$ cat src/rtl/audio_i2s_tx_pkg.sv
// Shared I2S frame geometry and slot helpers for the audio transmit path.
// Latency: n/a (constants and pure functions only).
// Backpressure: n/a.
package audio_pkg;

    localparam int I2S_SLOT_BITS  = 32;
    localparam int I2S_FRAME_BITS = 64;

    // Slot index within a 64-bit stereo frame.
    typedef logic [$clog2(I2S_FRAME_BITS)-1:0] slot_t;

    // Word select leads the MSB by one BCLK, so the right channel window
    // opens on the last slot of the left word and closes one slot early.
    localparam slot_t LR_HIGH_FIRST = slot_t'(I2S_SLOT_BITS - 1);
    localparam slot_t LR_HIGH_LAST  = slot_t'(I2S_FRAME_BITS - 2);
    localparam slot_t SLOT_IDLE     = slot_t'(I2S_FRAME_BITS - 1);
    localparam slot_t SLOT_LEFT_MSB = slot_t'(0);

    function automatic logic lrclk_for_slot(input slot_t s);
        return (s >= LR_HIGH_FIRST) && (s <= LR_HIGH_LAST);
    endfunction

endpackage

$ cat src/rtl/audio_i2s_tx_if.sv
// Sample input strobe plus the three-wire I2S output bundle.
// Latency: n/a (wires only).
// Backpressure: none; the producer strobes samples, the DAC side is free-running.
interface audio_i2s_tx_if #(
    parameter int DATA_WIDTH = 32
);
    logic signed [DATA_WIDTH-1:0] data_in;
    logic                         data_in_valid;
    logic                         i2s_bclk;
    logic                         i2s_lrclk;
    logic                         i2s_sdata;

    // Producer side: drives samples, observes the serial stream.
    modport master (
        output data_in,
        output data_in_valid,
        input  i2s_bclk,
        input  i2s_lrclk,
        input  i2s_sdata
    );

    // Transmitter side: consumes samples, drives the serial stream.
    modport slave (
        input  data_in,
        input  data_in_valid,
        output i2s_bclk,
        output i2s_lrclk,
        output i2s_sdata
    );
endinterface

$ cat src/rtl/audio_i2s_tx_sync_fifo.sv
// Single-clock first-word-fall-through FIFO with registered occupancy.
// Latency: write visible on rd_data the cycle after; level updates the cycle after.
// Backpressure: writes while full are ignored unless a read happens in the same cycle.
module sync_fifo #(
    parameter int DATA_WIDTH = 32,
    parameter int FIFO_DEPTH = 8,
    localparam int AW = $clog2(FIFO_DEPTH),
    localparam int LW = AW + 1
) (
    input  logic                  clk,
    input  logic                  rst,
    input  logic                  wr_en,
    input  logic [DATA_WIDTH-1:0] wr_data,
    input  logic                  rd_en,
    output logic [DATA_WIDTH-1:0] rd_data,
    output logic                  full,
    output logic                  empty,
    output logic [LW-1:0]         level
);
    logic [DATA_WIDTH-1:0] mem [FIFO_DEPTH];
    logic [AW-1:0]         wr_ptr;
    logic [AW-1:0]         rd_ptr;
    logic                  do_wr;
    logic                  do_rd;

    assign full    = (level == LW'(FIFO_DEPTH));
    assign empty   = (level == '0);
    assign do_rd   = rd_en && !empty;
    // A pop frees the head slot in the same cycle, so a full FIFO can still
    // take a write when it is being read.
    assign do_wr   = wr_en && (!full || do_rd);
    assign rd_data = mem[rd_ptr];

    // Storage array; no reset needed since level gates every read.
    always_ff @(posedge clk) begin
        if (do_wr) begin
            mem[wr_ptr] <= wr_data;
        end
    end

    // Pointers and occupancy counter.
    always_ff @(posedge clk) begin
        if (rst) begin
            wr_ptr <= '0;
            rd_ptr <= '0;
            level  <= '0;
        end else begin
            if (do_wr) begin
                wr_ptr <= wr_ptr + AW'(1);
            end
            if (do_rd) begin
                rd_ptr <= rd_ptr + AW'(1);
            end
            case ({do_wr, do_rd})
                2'b10:   level <= level + LW'(1);
                2'b01:   level <= level - LW'(1);
                default: level <= level;
            endcase
        end
    end

endmodule

$ cat src/rtl/audio_i2s_tx.sv
// Buffers mono samples and serialises them as identical left/right I2S words.
// Latency: sample-to-MSB up to one full frame (64 BCLKs) plus one cycle.
// Backpressure: none; full FIFO drops the sample (sticky overflow), empty frame sends zeros (sticky underflow).
module audio_i2s_tx
    import audio_pkg::*;
#(
    parameter int DATA_WIDTH = 32,
    parameter int OUT_WIDTH  = 24,
    parameter int BCLK_DIV   = 8,
    parameter int FIFO_DEPTH = 8,
    localparam int LW = $clog2(FIFO_DEPTH) + 1
) (
    input  logic           clk,
    input  logic           rst,
    audio_i2s_tx_if.slave  bus,
    input  logic           enable,
    input  logic           clear_flags,
    output logic [LW-1:0]  fifo_level,
    output logic           overflow,
    output logic           underflow
);
    localparam int DIVW = (BCLK_DIV > 2) ? $clog2(BCLK_DIV) : 1;
    localparam logic [DIVW-1:0] DIV_LAST = DIVW'(BCLK_DIV - 1);
    localparam logic [DIVW-1:0] DIV_HALF = DIVW'(BCLK_DIV / 2);
    localparam logic [5:0]      OUT_W6   = 6'(OUT_WIDTH);

    logic [DIVW-1:0]       div_cnt;
    logic [DIVW-1:0]       div_nxt;
    slot_t                 bit_cnt;
    slot_t                 slot_nxt;
    logic [OUT_WIDTH-1:0]  frame_reg;
    logic [OUT_WIDTH-1:0]  load_val;
    logic [OUT_WIDTH-1:0]  frame_src;
    logic [OUT_WIDTH-1:0]  frame_shifted;
    logic                  bclk_q;
    logic                  lrclk_q;
    logic                  sdata_q;
    logic                  tick;
    logic                  load;
    logic                  pop;
    logic                  in_word;
    logic                  sd_nxt;
    logic                  ovf_evt;
    logic                  unf_evt;

    logic [DATA_WIDTH-1:0] fifo_rd_data;
    logic                  fifo_full;
    logic                  fifo_empty;

    sync_fifo #(
        .DATA_WIDTH (DATA_WIDTH),
        .FIFO_DEPTH (FIFO_DEPTH)
    ) u_fifo (
        .clk     (clk),
        .rst     (rst),
        .wr_en   (bus.data_in_valid),
        .wr_data (bus.data_in),
        .rd_en   (pop),
        .rd_data (fifo_rd_data),
        .full    (fifo_full),
        .empty   (fifo_empty),
        .level   (fifo_level)
    );

    // One tick per BCLK period, on the last divider count.
    assign tick     = enable && (div_cnt == DIV_LAST);
    assign div_nxt  = tick ? '0 : div_cnt + DIVW'(1);
    assign slot_nxt = bit_cnt + slot_t'(1);

    // Entering slot 0 starts a new frame: take the FIFO head, or zeros if dry.
    assign load     = tick && (slot_nxt == SLOT_LEFT_MSB);
    assign pop      = load && !fifo_empty;
    assign load_val = fifo_empty ? '0 : fifo_rd_data[DATA_WIDTH-1 -: OUT_WIDTH];

    // The MSB goes out on the load tick itself, so select the incoming word then.
    assign frame_src     = load ? load_val : frame_reg;
    assign frame_shifted = frame_src << slot_nxt[4:0];
    assign in_word       = ({1'b0, slot_nxt[4:0]} < OUT_W6);
    assign sd_nxt        = in_word && frame_shifted[OUT_WIDTH-1];

    // A write on a pop cycle always fits, so only a full FIFO without a pop drops.
    assign ovf_evt = bus.data_in_valid && fifo_full && !pop;
    assign unf_evt = load && fifo_empty;

    // Truncated sample bits and unused shifter bits are intentionally discarded.
    logic unused_bits;
    assign unused_bits = ^{fifo_rd_data, frame_shifted};

    // Divider, slot counter and the registered I2S pins.
    always_ff @(posedge clk) begin
        if (rst || !enable) begin
            div_cnt <= '0;
            bit_cnt <= SLOT_IDLE;
            bclk_q  <= 1'b0;
            lrclk_q <= 1'b0;
            sdata_q <= 1'b0;
        end else begin
            div_cnt <= div_nxt;
            // BCLK mirrors the divider count it is leaving with, so the
            // tick edge is also the BCLK falling edge.
            bclk_q  <= (div_nxt >= DIV_HALF);
            if (tick) begin
                bit_cnt <= slot_nxt;
                lrclk_q <= lrclk_for_slot(slot_nxt);
                sdata_q <= sd_nxt;
            end
        end
    end

    // Frame register holds the word for both channel slots.
    always_ff @(posedge clk) begin
        if (rst) begin
            frame_reg <= '0;
        end else if (load) begin
            frame_reg <= load_val;
        end
    end

    // Sticky error flags; a new event in the same cycle beats a clear.
    always_ff @(posedge clk) begin
        if (rst) begin
            overflow  <= 1'b0;
            underflow <= 1'b0;
        end else begin
            if (ovf_evt) begin
                overflow <= 1'b1;
            end else if (clear_flags) begin
                overflow <= 1'b0;
            end
            if (unf_evt) begin
                underflow <= 1'b1;
            end else if (clear_flags) begin
                underflow <= 1'b0;
            end
        end
    end

    assign bus.i2s_bclk  = bclk_q;
    assign bus.i2s_lrclk = lrclk_q;
    assign bus.i2s_sdata = sdata_q;

endmodule

$ cat src/flat_wrapper.sv
// flat-port wrapper written by rule: the top's interface ports become plain ports
module audio_i2s_tx_flat import audio_pkg::*;
#(
    parameter int DATA_WIDTH = 32,
    parameter int OUT_WIDTH  = 24,
    parameter int BCLK_DIV   = 8,
    parameter int FIFO_DEPTH = 8,
    localparam int LW = $clog2(FIFO_DEPTH) + 1
)
  (clk, rst, enable, clear_flags, fifo_level, overflow, underflow, bus_data_in, bus_data_in_valid, bus_i2s_bclk, bus_i2s_lrclk, bus_i2s_sdata);
  audio_i2s_tx_if #(.DATA_WIDTH(DATA_WIDTH)) bus_i ();
  input  logic clk;
  input  logic rst;
  input  logic enable;
  input  logic clear_flags;
  output logic [LW-1:0] fifo_level;
  output logic overflow;
  output logic underflow;
  input wire logic [$bits(bus_i.data_in)-1:0] bus_data_in;
  input wire logic [$bits(bus_i.data_in_valid)-1:0] bus_data_in_valid;
  output wire logic [$bits(bus_i.i2s_bclk)-1:0] bus_i2s_bclk;
  output wire logic [$bits(bus_i.i2s_lrclk)-1:0] bus_i2s_lrclk;
  output wire logic [$bits(bus_i.i2s_sdata)-1:0] bus_i2s_sdata;
  assign bus_i.data_in = bus_data_in;
  assign bus_i.data_in_valid = bus_data_in_valid;
  assign bus_i2s_bclk = bus_i.i2s_bclk;
  assign bus_i2s_lrclk = bus_i.i2s_lrclk;
  assign bus_i2s_sdata = bus_i.i2s_sdata;
  audio_i2s_tx #(.DATA_WIDTH(DATA_WIDTH), .OUT_WIDTH(OUT_WIDTH), .BCLK_DIV(BCLK_DIV), .FIFO_DEPTH(FIFO_DEPTH)) u_core (.clk(clk), .rst(rst), .bus(bus_i), .enable(enable), .clear_flags(clear_flags), .fifo_level(fifo_level), .overflow(overflow), .underflow(underflow));
endmodule
$ cat config.mk
export PLATFORM = sky130hd
export DESIGN_NAME = audio_i2s_tx_flat
export DESIGN_NICKNAME = d
export VERILOG_FILES = /design/src/rtl/audio_i2s_tx_pkg.sv /design/src/rtl/audio_i2s_tx_if.sv /design/src/rtl/audio_i2s_tx_sync_fifo.sv /design/src/rtl/audio_i2s_tx.sv /design/src/flat_wrapper.sv
export SDC_FILE = /design/constraint.sdc
export NUM_CORES = 1
export LEC_CHECK = 0
export ABC_AREA = 0
export BUFFER_PORTS_ARGS = -buffer_cell sky130_fd_sc_hd__buf_2
export CELL_PAD_IN_SITES_DETAIL_PLACEMENT = 0
export CELL_PAD_IN_SITES_GLOBAL_PLACEMENT = 1
export CORE_ASPECT_RATIO = 1.1
export CORE_UTILIZATION = 52
export DETAILED_ROUTE_END_ITERATION = 10
export GPL_TIMING_DRIVEN = 0
export PLACE_DENSITY = 0.83
export RECOVER_POWER = 100
export SYNTH_ARGS = -nofsm -noshare
export SYNTH_HDL_FRONTEND = slang
export SYNTH_SLANG_ARGS = --single-unit
$ cat constraint.sdc
create_clock -name clk -period 6 [get_ports clk]
set_clock_uncertainty 0.05 [all_clocks]
set_input_delay 1.2 -clock clk [delete_from_list [all_inputs] [get_ports clk]]
set_output_delay 1.2 -clock clk [all_outputs]
set_load 0.005 [all_outputs]
* Word level (Yosys, flattened, before mapping)
Memories as Yosys holds them, arrays and structs flattened. A register that Yosys moved wholly into a read port is not among the register bits.
Cells that the tools add are included.
W data, S select, Z words.
** Operators by class
- Add/subtract/negate cells :: 6
- Multiply operators :: 0
- Divide/modulo/power cells :: 0
- Order comparisons :: 4
- Equality and inequality tests :: 4
- Shifts and indexed selects :: 1
- Muxes and demuxes :: 11
- Bitwise logic cells :: 0
- Reduce and logical (&&, ||, !) cells :: 21
** Operators by type and width (number)
- $mux W24 :: 2
- $shl A24 B5 Y24 :: 1
- $logic_and A1 B1 Y1 :: 10
- $add A3 B1 Y3 const B :: 3
- $mux W3 :: 3
- $pmux W4 S2 :: 1
- $add A6 B1 Y6 const B :: 1
- $ge A6 B5 Y1 const B :: 1
- $le A6 B6 Y1 const B :: 1
- $logic_not A6 Y1 :: 1
- $reduce_bool A2 Y1 :: 3
- $lt A5 B5 Y1 const B :: 1
- $mux W1 :: 5
- $add A4 B1 Y4 const B :: 1
- $eq A4 B4 Y1 const B :: 1
- $logic_not A1 Y1 :: 4
- $logic_not A4 Y1 :: 1
- $sub A4 B1 Y4 const B :: 1
- $eq A3 B3 Y1 const B :: 1
- $ge A3 B3 Y1 const B :: 1
- $eq A2 B1 Y1 const B :: 1
- $eq A2 B2 Y1 const B :: 1
- $logic_or A1 B1 Y1 :: 2
** Word-level totals
- Register bits :: 48
- Bits in latches :: 0
- Bits in writable memories :: 256
- Memory bits (read-only) :: 0
- Output and inout bits :: 9
- Word-level logic and storage cells :: 59
- Memories kept :: 1
** Memories
- u_core.u_fifo.mem :: depth 8, width 32, rd ports 1, clocked after memory_dff 1, wr ports 1, RTL line audio_i2s_tx_sync_fifo.sv:20 : logic [DATA_WIDTH-1:0] mem [FIFO_DEPTH];

* Logic depth before layout (Yosys ltp)
Gate-level depths: netlist of run 1.
- Depth in word-level cells :: 9
- Gate-level depth with buffers :: 15
- Depth with buffers taken out :: 13

* By module
From an unflattened synthesis of run 1, not the netlist that was laid out.
** Unflattened totals
- Cells, all modules :: 693
- Area, all modules :: 12522.0 um2
** By module, submodules not included
- sync_fifo :: instances 1, cells an instance 456, area each 10502.6 um2, sequential area each 7947.6 um2
- audio_i2s_tx :: instances 1, cells an instance 237, area each 2019.4 um2, sequential area each 740.7 um2

* Worst setup path before layout of run 1
OpenSTA, ideal clock, no wires.
- Path kind :: input to register
- From :: input port enable
- To :: memory u_core.u_fifo.mem[0][10], enable pin
- Library setup time :: 0.466 ns
- Arrival :: 4.271 ns
- Required time :: 5.484 ns
- Setup slack :: 1.214 ns
- Stages on the path :: 5
- Path through :: and3_1 nand4_4 nor2_8 o21ai_1 nor4_1
** On the way
- Cells in the longest elaborated chain, start to end :: 8
** RTL lines
- from (decl) :: RTL line flat_wrapper.sv:14 : input logic enable;
- $logic_and A1 B1 Y1 :: RTL line audio_i2s_tx.sv:66 : assign tick = enable && (div_cnt == DIV_LAST);
- $logic_and A1 B1 Y1 :: RTL line audio_i2s_tx.sv:71 : assign load = tick && (slot_nxt == SLOT_LEFT_MSB);
- $logic_and A1 B1 Y1 :: RTL line audio_i2s_tx.sv:72 : assign pop = load && !fifo_empty;
- $logic_and A1 B1 Y1 :: RTL line audio_i2s_tx_sync_fifo.sv:28 : assign do_rd = rd_en && !empty;
- $logic_or A1 B1 Y1 :: RTL line audio_i2s_tx_sync_fifo.sv:31 : assign do_wr = wr_en && (!full || do_rd);
- $logic_and A1 B1 Y1 :: RTL line audio_i2s_tx_sync_fifo.sv:31
- $mux W1 :: RTL line audio_i2s_tx_sync_fifo.sv:36 : if (do_wr) begin
- $mux W1 (not written as such) :: RTL line audio_i2s_tx_sync_fifo.sv:37 : mem[wr_ptr] <= wr_data;
- to (decl) :: RTL line audio_i2s_tx_sync_fifo.sv:20
Every way passes these cells.

* Worst setup path after layout of run 1
- From :: register u_core.bit_cnt[1]
- To :: memory u_core.u_fifo.mem[2][14], enable pin
** On the way
- Cells in the longest elaborated chain, start to end :: 9
** RTL lines
- from (decl) :: RTL line audio_i2s_tx.sv:29 : slot_t bit_cnt;
- from (signal assigned) :: RTL line audio_i2s_tx.sv:103 : bit_cnt <= slot_nxt;
- $add A6 B1 Y6 :: RTL line audio_i2s_tx.sv:68 : assign slot_nxt = bit_cnt + slot_t'(1);
- $logic_not A6 Y1 :: RTL line audio_i2s_tx.sv:71
- $logic_and A1 B1 Y1 :: RTL line audio_i2s_tx.sv:71
- $logic_and A1 B1 Y1 :: RTL line audio_i2s_tx.sv:72
- $logic_and A1 B1 Y1 :: RTL line audio_i2s_tx_sync_fifo.sv:28
- $logic_or A1 B1 Y1 :: RTL line audio_i2s_tx_sync_fifo.sv:31
- $logic_and A1 B1 Y1 :: RTL line audio_i2s_tx_sync_fifo.sv:31
- $mux W1 :: RTL line audio_i2s_tx_sync_fifo.sv:36
- $mux W1 (not written as such) :: RTL line audio_i2s_tx_sync_fifo.sv:37
Every way passes these cells.

==> results of run 1 <==
-- worst max-delay path: cells and delay by family, from the launching register on --
family          cells  cell delay (ns)
xor+xnor            1             0.26
fa+ha+maj           1             0.38
flops               1             0.52
simple gates        4             2.01
buf+inv             1             0.61
compound gates      1             0.53
-- Yosys cell counts (3+ instances only) --
library cell / count
ha_1: 8
nand2_1: 23
nor3_1: 17
nor2b_1: 9
edfxtp_1: 192
o211ai_1: 3
and3_1: 3
xor2_1: 7
o21ai_0: 13
nand4_1: 6
nand3b_1: 3
a22oi_1: 8
a21oi_1: 19
o21ai_1: 3
nand3_1: 10
xnor2_1: 7
nand2b_1: 5
clkbuf_1: 9
dfxtp_1: 50
nor4_1: 3
nor2_1: 54
buf_4: 5
mux4_2: 48
nor3b_1: 3
buf_2: 16
mux2i_1: 32
-- report_power, final --
group | internal (uW) | switching (uW) | leakage [uW]
clock | 932 | 613 | 0.000400
sequential | 1850 | 13.8 | 0.00215
combinational | 46.1 | 85.3 | 0.000994
total | 2820 | 712 | 0.00354
-- final cells by class --
type | count | area (um2)
fillers | 1388 | 7260
repair buffers | 50 | 265
well taps | 243 | 304
clock buffers | 27 | 633
plain buffers | 34 | 168
flip-flops and latches | 242 | 6770
inverters | 3 | 11.3
clock inverters | 16 | 190
multi-input cells | 315 | 2820
-- cell usage in the layout (no fill, tap or decap), types with 6 or more instances in the layout --
master / n
xor2_1: 8
nor3_1: 16
nand2_1: 24
a22oi_1: 8
edfxtp_1: 192
mux4_2: 48
o21ai_0: 14
mux2i_1: 32
ha_1: 8
nor2_1: 52
clkbuf_16: 25
nand3_1: 10
xnor2_1: 7
dfxtp_1: 50
buf_2: 22
buf_4: 6
nor2b_1: 9
buf_6: 9
nand4_1: 7
a21oi_1: 19
clkbuf_1: 47
-- worst paths after layout --
path | cells past startpoint | startpoint | end | slack [ns]
worst max-delay path | 8 | u_core.bit_cnt[1] | u_core.u_fifo.mem[2][14] | 1.27
worst min-delay path | 1 | u_core.div_cnt[0] | u_core.div_cnt[0] | 0.39
worst max register to register | 8 | u_core.bit_cnt[1] | u_core.u_fifo.mem[2][14] | 1.27
worst min register to register | 1 | u_core.div_cnt[0] | u_core.div_cnt[0] | 0.39
-- kinds of logic (layout without fill, tap and decap cells) --
family | count (synthesis) | in the layout | synth area share (%)
adder cells (fa/ha/maj) | 8 | 8 | 1.02
flip-flops | 242 | 242 | 69.0
AO/OA/AOI/OAI | 62 | 62 | 4.38
AND/OR/NAND/NOR | 148 | 148 | 7.72
XOR/XNOR | 15 | 15 | 1.42
buffers and inverters | 37 | 130 | 1.96
multiplexers | 82 | 82 | 14.5
-- routing by layer --
metal,global-route usage [%],wire [um],vias up
met3,3.09,925,42
met5,0,0,-
met1,29.7,8710,2776
li1,-,-,2472
met2,37.4,10500,140
met4,9.20,620,0
-- per-stage QoR --
stage	cell area [um2]	total power, uW
final	11200	3530
after global routing	11200	3630
after CTS	11300	3560
after detailed placement	10500	2030
after global placement	10300	2020
after floorplan	9810	1960
==> impl_metrics.csv, run 1 <==
group,metric,value,unit
place,hpwl,13.9,mm
yosys,synth_edf_count,192,
floorplanning,row_count,52,
floorplanning,initial_utilization,53.3,%
sta,worstMarginPinSlew,1.14,ns
critical_path,critPathRequiredTime,6.09,ns
layout,drive_gt1_share,20.1,%
route,wire_per_inst,22.3,um
critical_path,crit_type,"reg2reg",
yosys,yosysUniqueCellTypes,57,
sta,rsz0062_at_grt,"false",
layout,utilization,60.6,%
yosys,syn_nets,639,
route,drt-initial-drc-count,373,
run,drv_cap,0,
sta,drv_slew,0,
cts,cts_tree,"yes",
cts,cts_max_path_buffers,3,
layout,largest_reg_flops,192,
critical_path,crit_fanout,9,
route,viasPerCell,5.84,
floorplanning,core,18400,um2
place,dp_cells,887,
cts,path_clk_slew,0.06,ns
floorplanning,die-area,19400,um2
power_and_ir_drop,power.density,317,nW/um2
critical_path,critPathSlowestCell,"nor3_2",
yosys,synth_ff_type,"edfxtp_1",
sta,min_period,4.73,ns
critical_path,path_cells,"ha_1, nand3_1, xor2_1, nand4_1, nor2_1, o21ai_0, nor3_2, clkbuf_1",
layout,area_growth,13.7,%
route,routed_wl,20.7,mm
sta,max_slew_margin,23.2,%
yosys,synth_top_area_share,58.8,%
floorplanning,ios,46,
sta,hold_viol_final,0,
route,first_pass_iters,4,
sta,setup_viol,0,
yosys,syn_inst,594,
route,num_vias,5430,
place,place_ws,1.86,ns
floorplanning,die_w,133,um
yosys,async_flop_share,0,%
yosys,synth_area,9810,um2
power_and_ir_drop,leakage,0.00354,uW
cts,cts_sinks,242,
layout,fin_cells,930,
yosys,synth-seq-cells,242,
cts,holdBufCountCts,0,
critical_path,slowest_delay,0.81,ns
critical_path,crit_arrival,4.81,ns
global_routing,grt_max_degree,25,
sta,fin_crit_sh,78.8,%
cts,numCtsBuffers,24,
critical_path,cp-end-kind,"flip-flop",
cts,post-cts-setup-buffer-count,0,
cts,cts.htree.levels,1,
sta,hold-worst-slack,0.388,ns
route,ant_nets,0,
critical_path,start_kind,"flip-flop",
yosys,yosys_warnings,0,
status,status,"finished, final reports clean",
worst_hold_path,hold_class,"reg2reg",
global_routing,grt_use_total,22.4,%
yosys,syn_avg_cell_area,16.5,um2
route,drc,0,
place,gp_congestion,0.870,
sta,finalWorstSetupSlack,1.27,ns
global_routing,grt_pass1_vias,5713,
layout,diodes,0,
floorplanning,die_height,146,um
cts,cts_resized,0,
yosys,synth_top_cell_by_area,"edfxtp_1",
power_and_ir_drop,vdd_ir_drop_max,0.306,mV
global_routing,antenna_found_initial,0,
global_routing,grt-ovfl-total,0,
yosys,synth.area.top_cells,"edfxtp_1 59%, mux4_2 11%, dfxtp_1 10%",
place,portBuffers,37,
yosys,seq_area_frac_synth,69.0,%
cts,cts-root-buf,"clkbuf_16",
layout,final_nets,715,
sta,max_freq,212,MHz
global_routing,grt_pass1_wl,32.4,mm
sta,timing.setup.tns,0,ns
cts,clkLatencyLatePin,0.51,ns
Note: power is estimated with default switching activity, not from simulation.
==> run 2: changes to the inputs <==
==> constraint.sdc (replaced) <==
create_clock -name clk -period 4.9 [get_ports clk]
set_clock_uncertainty 0.05 [all_clocks]
set_input_delay 0.98 -clock clk [delete_from_list [all_inputs] [get_ports clk]]
set_output_delay 0.98 -clock clk [all_outputs]
set_load 0.005 [all_outputs]
==> impl_metrics.csv, run 2 (synthesis gave the netlist of run 1 again) <==
group,metric,value,unit
sta,worstMarginPinSlew,1.15,ns
place,gp_congestion,0.870,
layout,multi_input_area,2840,um2
layout,seqCellArea,6770,um2
floorplanning,initial_utilization,53.3,%
floorplanning,row_count,52,
critical_path,cp-end-kind,"flip-flop",
cts,path_clk_slew,0.06,ns
cts,cts_resized,0,
place,portBuffers,37,
sta,finalWorstSetupSlack,0.658,ns
global_routing,grt_pass1_wl,32.4,mm
route,wire_per_inst,22.2,um
layout,drive_gt1_share,20.1,%
place,hpwl,13.9,mm
cts,cts_sinks,242,
status,status,"finished, final reports clean",
layout,n_fill_cell,1387,
route,routed_wl,20.6,mm
layout,area_growth,13.8,%
floorplanning,ios,46,
critical_path,critPathCapture,"u_core.u_fifo.mem[3][28]",
global_routing,grt_use_total,22.4,%
run,drv_cap,0,
cts,cts_tree,"yes",
place,dp_cells,887,
sta,timing.setup.tns,0,ns
floorplanning,die_height,146,um
place,place_ws,0.965,ns
cts,holdBufCountCts,0,
route,num_vias,5392,
sta,min_period,4.24,ns
cts,clkLatencyLatePin,0.51,ns
cts,cts_max_path_buffers,3,
cts,cts-root-buf,"clkbuf_16",
route,drt-initial-drc-count,351,
power_and_ir_drop,leakage,0.00353,uW
floorplanning,core,18400,um2
route,viasPerCell,5.80,
critical_path,crit_type,"reg2reg",
power_and_ir_drop,power.density,387,nW/um2
floorplanning,die-area,19400,um2
critical_path,slowest_delay,0.89,ns
cts,post-cts-setup-buffer-count,0,
sta,hold_viol_final,0,
layout,largest_reg_flops,192,
route,first_pass_iters,4,
layout,diodes,0,
critical_path,crit_arrival,4.33,ns
global_routing,grt_pass1_vias,5713,
critical_path,start_kind,"flip-flop",
sta,fin_crit_sh,86.6,%
critical_path,path_cells,"clkbuf_1, nand2_1, xor2_1, a31oi_1, nor2_8, o21ai_0, nor3_1, clkbuf_1",
power_and_ir_drop,vdd_ir_drop_max,0.375,mV
critical_path,rr_startpoint,"u_core.bit_cnt[0]",
global_routing,grt-ovfl-total,0,
worst_hold_path,hold_start,"u_core.div_cnt[0]",
critical_path,r2r_cells,8,
critical_path,cpMostUsedCell,"clkbuf_1",
sta,max_slew_margin,22.7,%
floorplanning,die_w,133,um
critical_path,startpoint,"u_core.bit_cnt[0]",
sta,rsz0062_at_grt,"false",
critical_path,r2r_slack,0.66,ns
global_routing,antenna_found_initial,0,
worst_hold_path,hold_class,"reg2reg",
route,drc,0,
sta,drv_slew,0,
critical_path,critPathRequiredTime,4.99,ns
layout,final_common_cell,"edfxtp_1",
critical_path,crit_fanout,10,
cts,numCtsBuffers,24,
sta,setup_viol,0,
cts,cts.htree.levels,1,
sta,max_freq,236,MHz
global_routing,grt_max_degree,25,
layout,fin_cells,930,
critical_path,critPathSlowestCell,"nor3_1",
layout,mostFrequentLayoutCells,"192 x edfxtp_1, 51 x nor2_1, 50 x dfxtp_1",
critical_path,r2r-end,"u_core.u_fifo.mem[3][28]",
layout,final_nets,715,
route,ant_nets,0,
run 2: cell count changes in the layout (fill, tap and decap cells not counted), sizes merged:
cell    before  now
buf         39   37
clkbuf      72   74
run 2: how the worst min path moves through the flow:
stage / endpoint / depth (start not counted)
after floorplan: u_core.div_cnt[0] / 1
after global placement: u_core.div_cnt[0] / 1
after detailed placement: u_core.div_cnt[0] / 1
after CTS: u_core.div_cnt[0] / 1
after global routing: u_core.div_cnt[0] / 1
final: u_core.div_cnt[0] / 1
run 2: power by group:
group          internal, uW  total [uW]  leakage [uW]  switching [uW]
Sequential             2260        2280       0.00215            17.1
Combinational          55.4         160      0.000987             104
Clock                  1140        1890      0.000400             748
run 2: stage by stage:
| step | power, uW | util [%] | cell area (um2) | hold WS, ns |
|---|---|---|---|---|
| after CTS | 4360 | 61.4 | 11300 | 0.400 |
| after detailed placement | 2490 | 56.9 | 10500 | 0.391 |
| final | 4320 | 60.6 | 11200 | 0.388 |
| after floorplan | 2400 | - | 9810 | 0.354 |
| after global placement | 2470 | 55.9 | 10300 | 0.364 |
| after global routing | 4450 | 60.6 | 11200 | 0.421 |
run 2: per-layer routing:
layer  vias to the layer above  GRT usage (%)  share of wire [%]
met5                         -              0                  0
met4                         0           9.20                3.3
met3                        44           3.09                5.3
met2                       140           37.4                 50
met1                      2735           29.7                 41
li1                       2473              -                  -
run 2: final cells by class:
type	count	area share, %
Buffer	34	1.50
Clock buffer	27	5.67
Clock inverter	16	1.70
Inverter	3	0.101
Multi-Input combinational cell	315	25.4
Sequential cell	242	60.6
Tap cell	243	2.72
Timing Repair Buffer	50	2.28
run 2: critical path, delay by kind of cell, from the launching register on:
kind | cells | cell delay (ns)
buffers and inverters | 2 | 0.98
AOI/OAI and AO/OA | 2 | 0.79
xor gates and xnor gates | 1 | 0.26
and+or+nand+nor | 3 | 1.40
DFF | 1 | 0.37
==> run 3: changes to the inputs <==
--- a/config.mk
+++ b/config.mk
@@ -10,10 +10,10 @@
 export CELL_PAD_IN_SITES_DETAIL_PLACEMENT = 0
 export CELL_PAD_IN_SITES_GLOBAL_PLACEMENT = 1
 export CORE_ASPECT_RATIO = 1.1
-export CORE_UTILIZATION = 52
+export CORE_UTILIZATION = 47
 export DETAILED_ROUTE_END_ITERATION = 10
 export GPL_TIMING_DRIVEN = 0
-export PLACE_DENSITY = 0.83
+export PLACE_DENSITY = 0.79
 export RECOVER_POWER = 100
 export SYNTH_ARGS = -nofsm -noshare
 export SYNTH_HDL_FRONTEND = slang
==> constraint.sdc (replaced) <==
create_clock -name clk -period 3.6 [get_ports clk]
set_clock_uncertainty 0.05 [all_clocks]
set_input_delay 0.72 -clock clk [delete_from_list [all_inputs] [get_ports clk]]
set_output_delay 0.72 -clock clk [all_outputs]
set_load 0.005 [all_outputs]
==> impl_metrics.csv, run 3 (synthesis gave the netlist of run 1 again) <==
group,metric,value,unit
cts,clkLatencyLatePin,0.51,ns
route,viasPerCell,5.70,
worst_hold_path,hold_class,"reg2reg",
layout,final_nets,727,
critical_path,start_kind,"flip-flop",
floorplanning,initial_utilization,47.8,%
power_and_ir_drop,p_int,4720,uW
route,drc,0,
layout,largest_reg_flops,192,
place,place_area,10500,um2
sta,worstMarginPinSlew,0.973,ns
layout,diodes,0,
floorplanning,die_w,140,um
global_routing,grt-ovfl-total,0,
layout,fin_cells,955,
floorplanning,ios,46,
cts,holdBufCountCts,0,
power_and_ir_drop,p_sw,1220,uW
place,dp_cells,899,
power_and_ir_drop,swShare,20.5,%
route,first_pass_iters,5,
sta,fin_crit_sh,93.7,%
sta,setup_viol,0,
route,drt-initial-drc-count,427,
cts,cts.htree.levels,1,
critical_path,crit_type,"reg2reg",
cts,numCtsBuffers,25,
sta,max_slew_margin,34.6,%
layout,drive_gt1_share,22.7,%
power_and_ir_drop,power_frac_comb,3.8,%
critical_path,r2r_slack,0.23,ns
route,routed_wl,21.1,mm
layout,area_growth,15.8,%
critical_path,critPathRequiredTime,3.75,ns
floorplanning,die-area,21500,um2
global_routing,antenna_found_initial,0,
layout,final_area,11400,um2
floorplanning,core,20500,um2
global_routing,grt_pass1_vias,5592,
route,ant_nets,0,
global_routing,grt_pass1_wl,32.3,mm
critical_path,r2r_cells,9,
cts,cts_max_path_buffers,3,
sta,hold_viol_final,0,
global_routing,grt_use_total,20.0,%
sta,drv_slew,0,
place,portBuffers,37,
run,drv_cap,0,
sta,max_freq,297,MHz
layout,final_common_cell,"edfxtp_1",
critical_path,critPathCapture,"u_core.u_fifo.mem[3][17]",
critical_path,r2r-end,"u_core.u_fifo.mem[3][17]",
cts,path_clk_slew,0.06,ns
sta,min_period,3.37,ns
power_and_ir_drop,pwr-share-clk,44.0,%
global_routing,grt_max_degree,25,
route,wire_per_inst,22.1,um
power_and_ir_drop,leakage,0.00360,uW
place,hpwl,13.8,mm
floorplanning,row_count,55,
critical_path,cp-end-kind,"flip-flop",
layout,mostFrequentLayoutCells,"192 x edfxtp_1, 51 x nor2_1, 49 x dfxtp_1",
cts,cts-root-buf,"clkbuf_16",
layout,utilization,55.4,%
route,num_vias,5440,
power_and_ir_drop,power.density,523,nW/um2
place,gp_congestion,0.847,
floorplanning,die_height,154,um
critical_path,rr_startpoint,"u_core.bit_cnt[1]",
cts,cts_sinks,242,
critical_path,crit_arrival,3.53,ns
status,status,"finished, final reports clean",
critical_path,startpoint,"u_core.bit_cnt[1]",
power_and_ir_drop,vdd_ir_drop_max,0.405,mV
sta,rsz0062_at_grt,"false",
sta,timing.setup.tns,0,ns
cts,cts_tree,"yes",
power_and_ir_drop,power.share.sequential,52.2,%
critical_path,crit_fanout,10,
run 3: worst min-delay path by stage:
stage	startpoint	end	slack, ns	cells after the start
finish	u_core.div_cnt[0]	u_core.div_cnt[0]	0.38	1
global route	u_core.div_cnt[0]	u_core.div_cnt[0]	0.40	1
CTS	u_core.div_cnt[0]	u_core.div_cnt[0]	0.39	1
detailed placement	u_core.div_cnt[0]	u_core.div_cnt[0]	0.37	1
global placement	u_core.div_cnt[0]	u_core.div_cnt[0]	0.36	1
floorplan	u_core.div_cnt[0]	u_core.div_cnt[0]	0.35	1
run 3: power groups by stage:
| stage | sequential, uW | clock [uW] | combinational, uW |
|---|---|---|---|
| 3_3_place_gp | 3160 | 0 | 203 |
| 3_5_place_dp | 3160 | 0 | 231 |
| 5_1_grt | 3100 | 2760 | 248 |
| 6_report | 3100 | 2610 | 228 |
| 4_1_cts | 3100 | 2670 | 235 |
| 2_1_floorplan | 3150 | 0 | 114 |
run 3: cell type report:
type / instances / area, um2
inverter: 3 / 11.3
tap: 256 / 320
timing repair buffer: 60 / 350
sequential: 242 / 6770
multi-input combinational: 317 / 2900
fill: 1658 / 9150
buffer: 33 / 171
clock inverter: 15 / 189
clock buffer: 29 / 641
run 3: repair_timing:
action,CTS,global route
buffers inserted,0,11
cloned,2,0
endpoints found under the setup margin,81,107
pin swaps,3,3
gates resized for setup,4,5
endpoints found under the hold margin,0,0
run 3: metal layers:
metal	global-route usage (%)	part of all wire [%]	vias to the layer above
li1	-	-	2503
met1	26.5	43	2732
met2	34.0	49	174
met3	3.80	6.3	31
met4	5.44	2.0	0
met5	0	0	-
run 3: through the flow:
step           hold slack [ns]  total power, uW  worst slack (ns)
2_1_floorplan            0.354             3270            -0.317
3_3_place_gp             0.364             3360             -2.54
3_5_place_dp             0.375             3390            -0.264
4_1_cts                  0.387             6000            -0.127
5_1_grt                  0.396             6110            0.0317
6_report                 0.382             5940             0.228
run 3: critical path, cell delays in order (launching register included):
cell	delay (ns)
dfxtp_2	0.42
ha_2	0.28
nand3_1	0.13
xor2_2	0.28
nand4_4	0.27
nor2_8	0.27
o21ai_2	0.17
nor3_1	0.65
buf_6	0.27
clkbuf_4	0.27
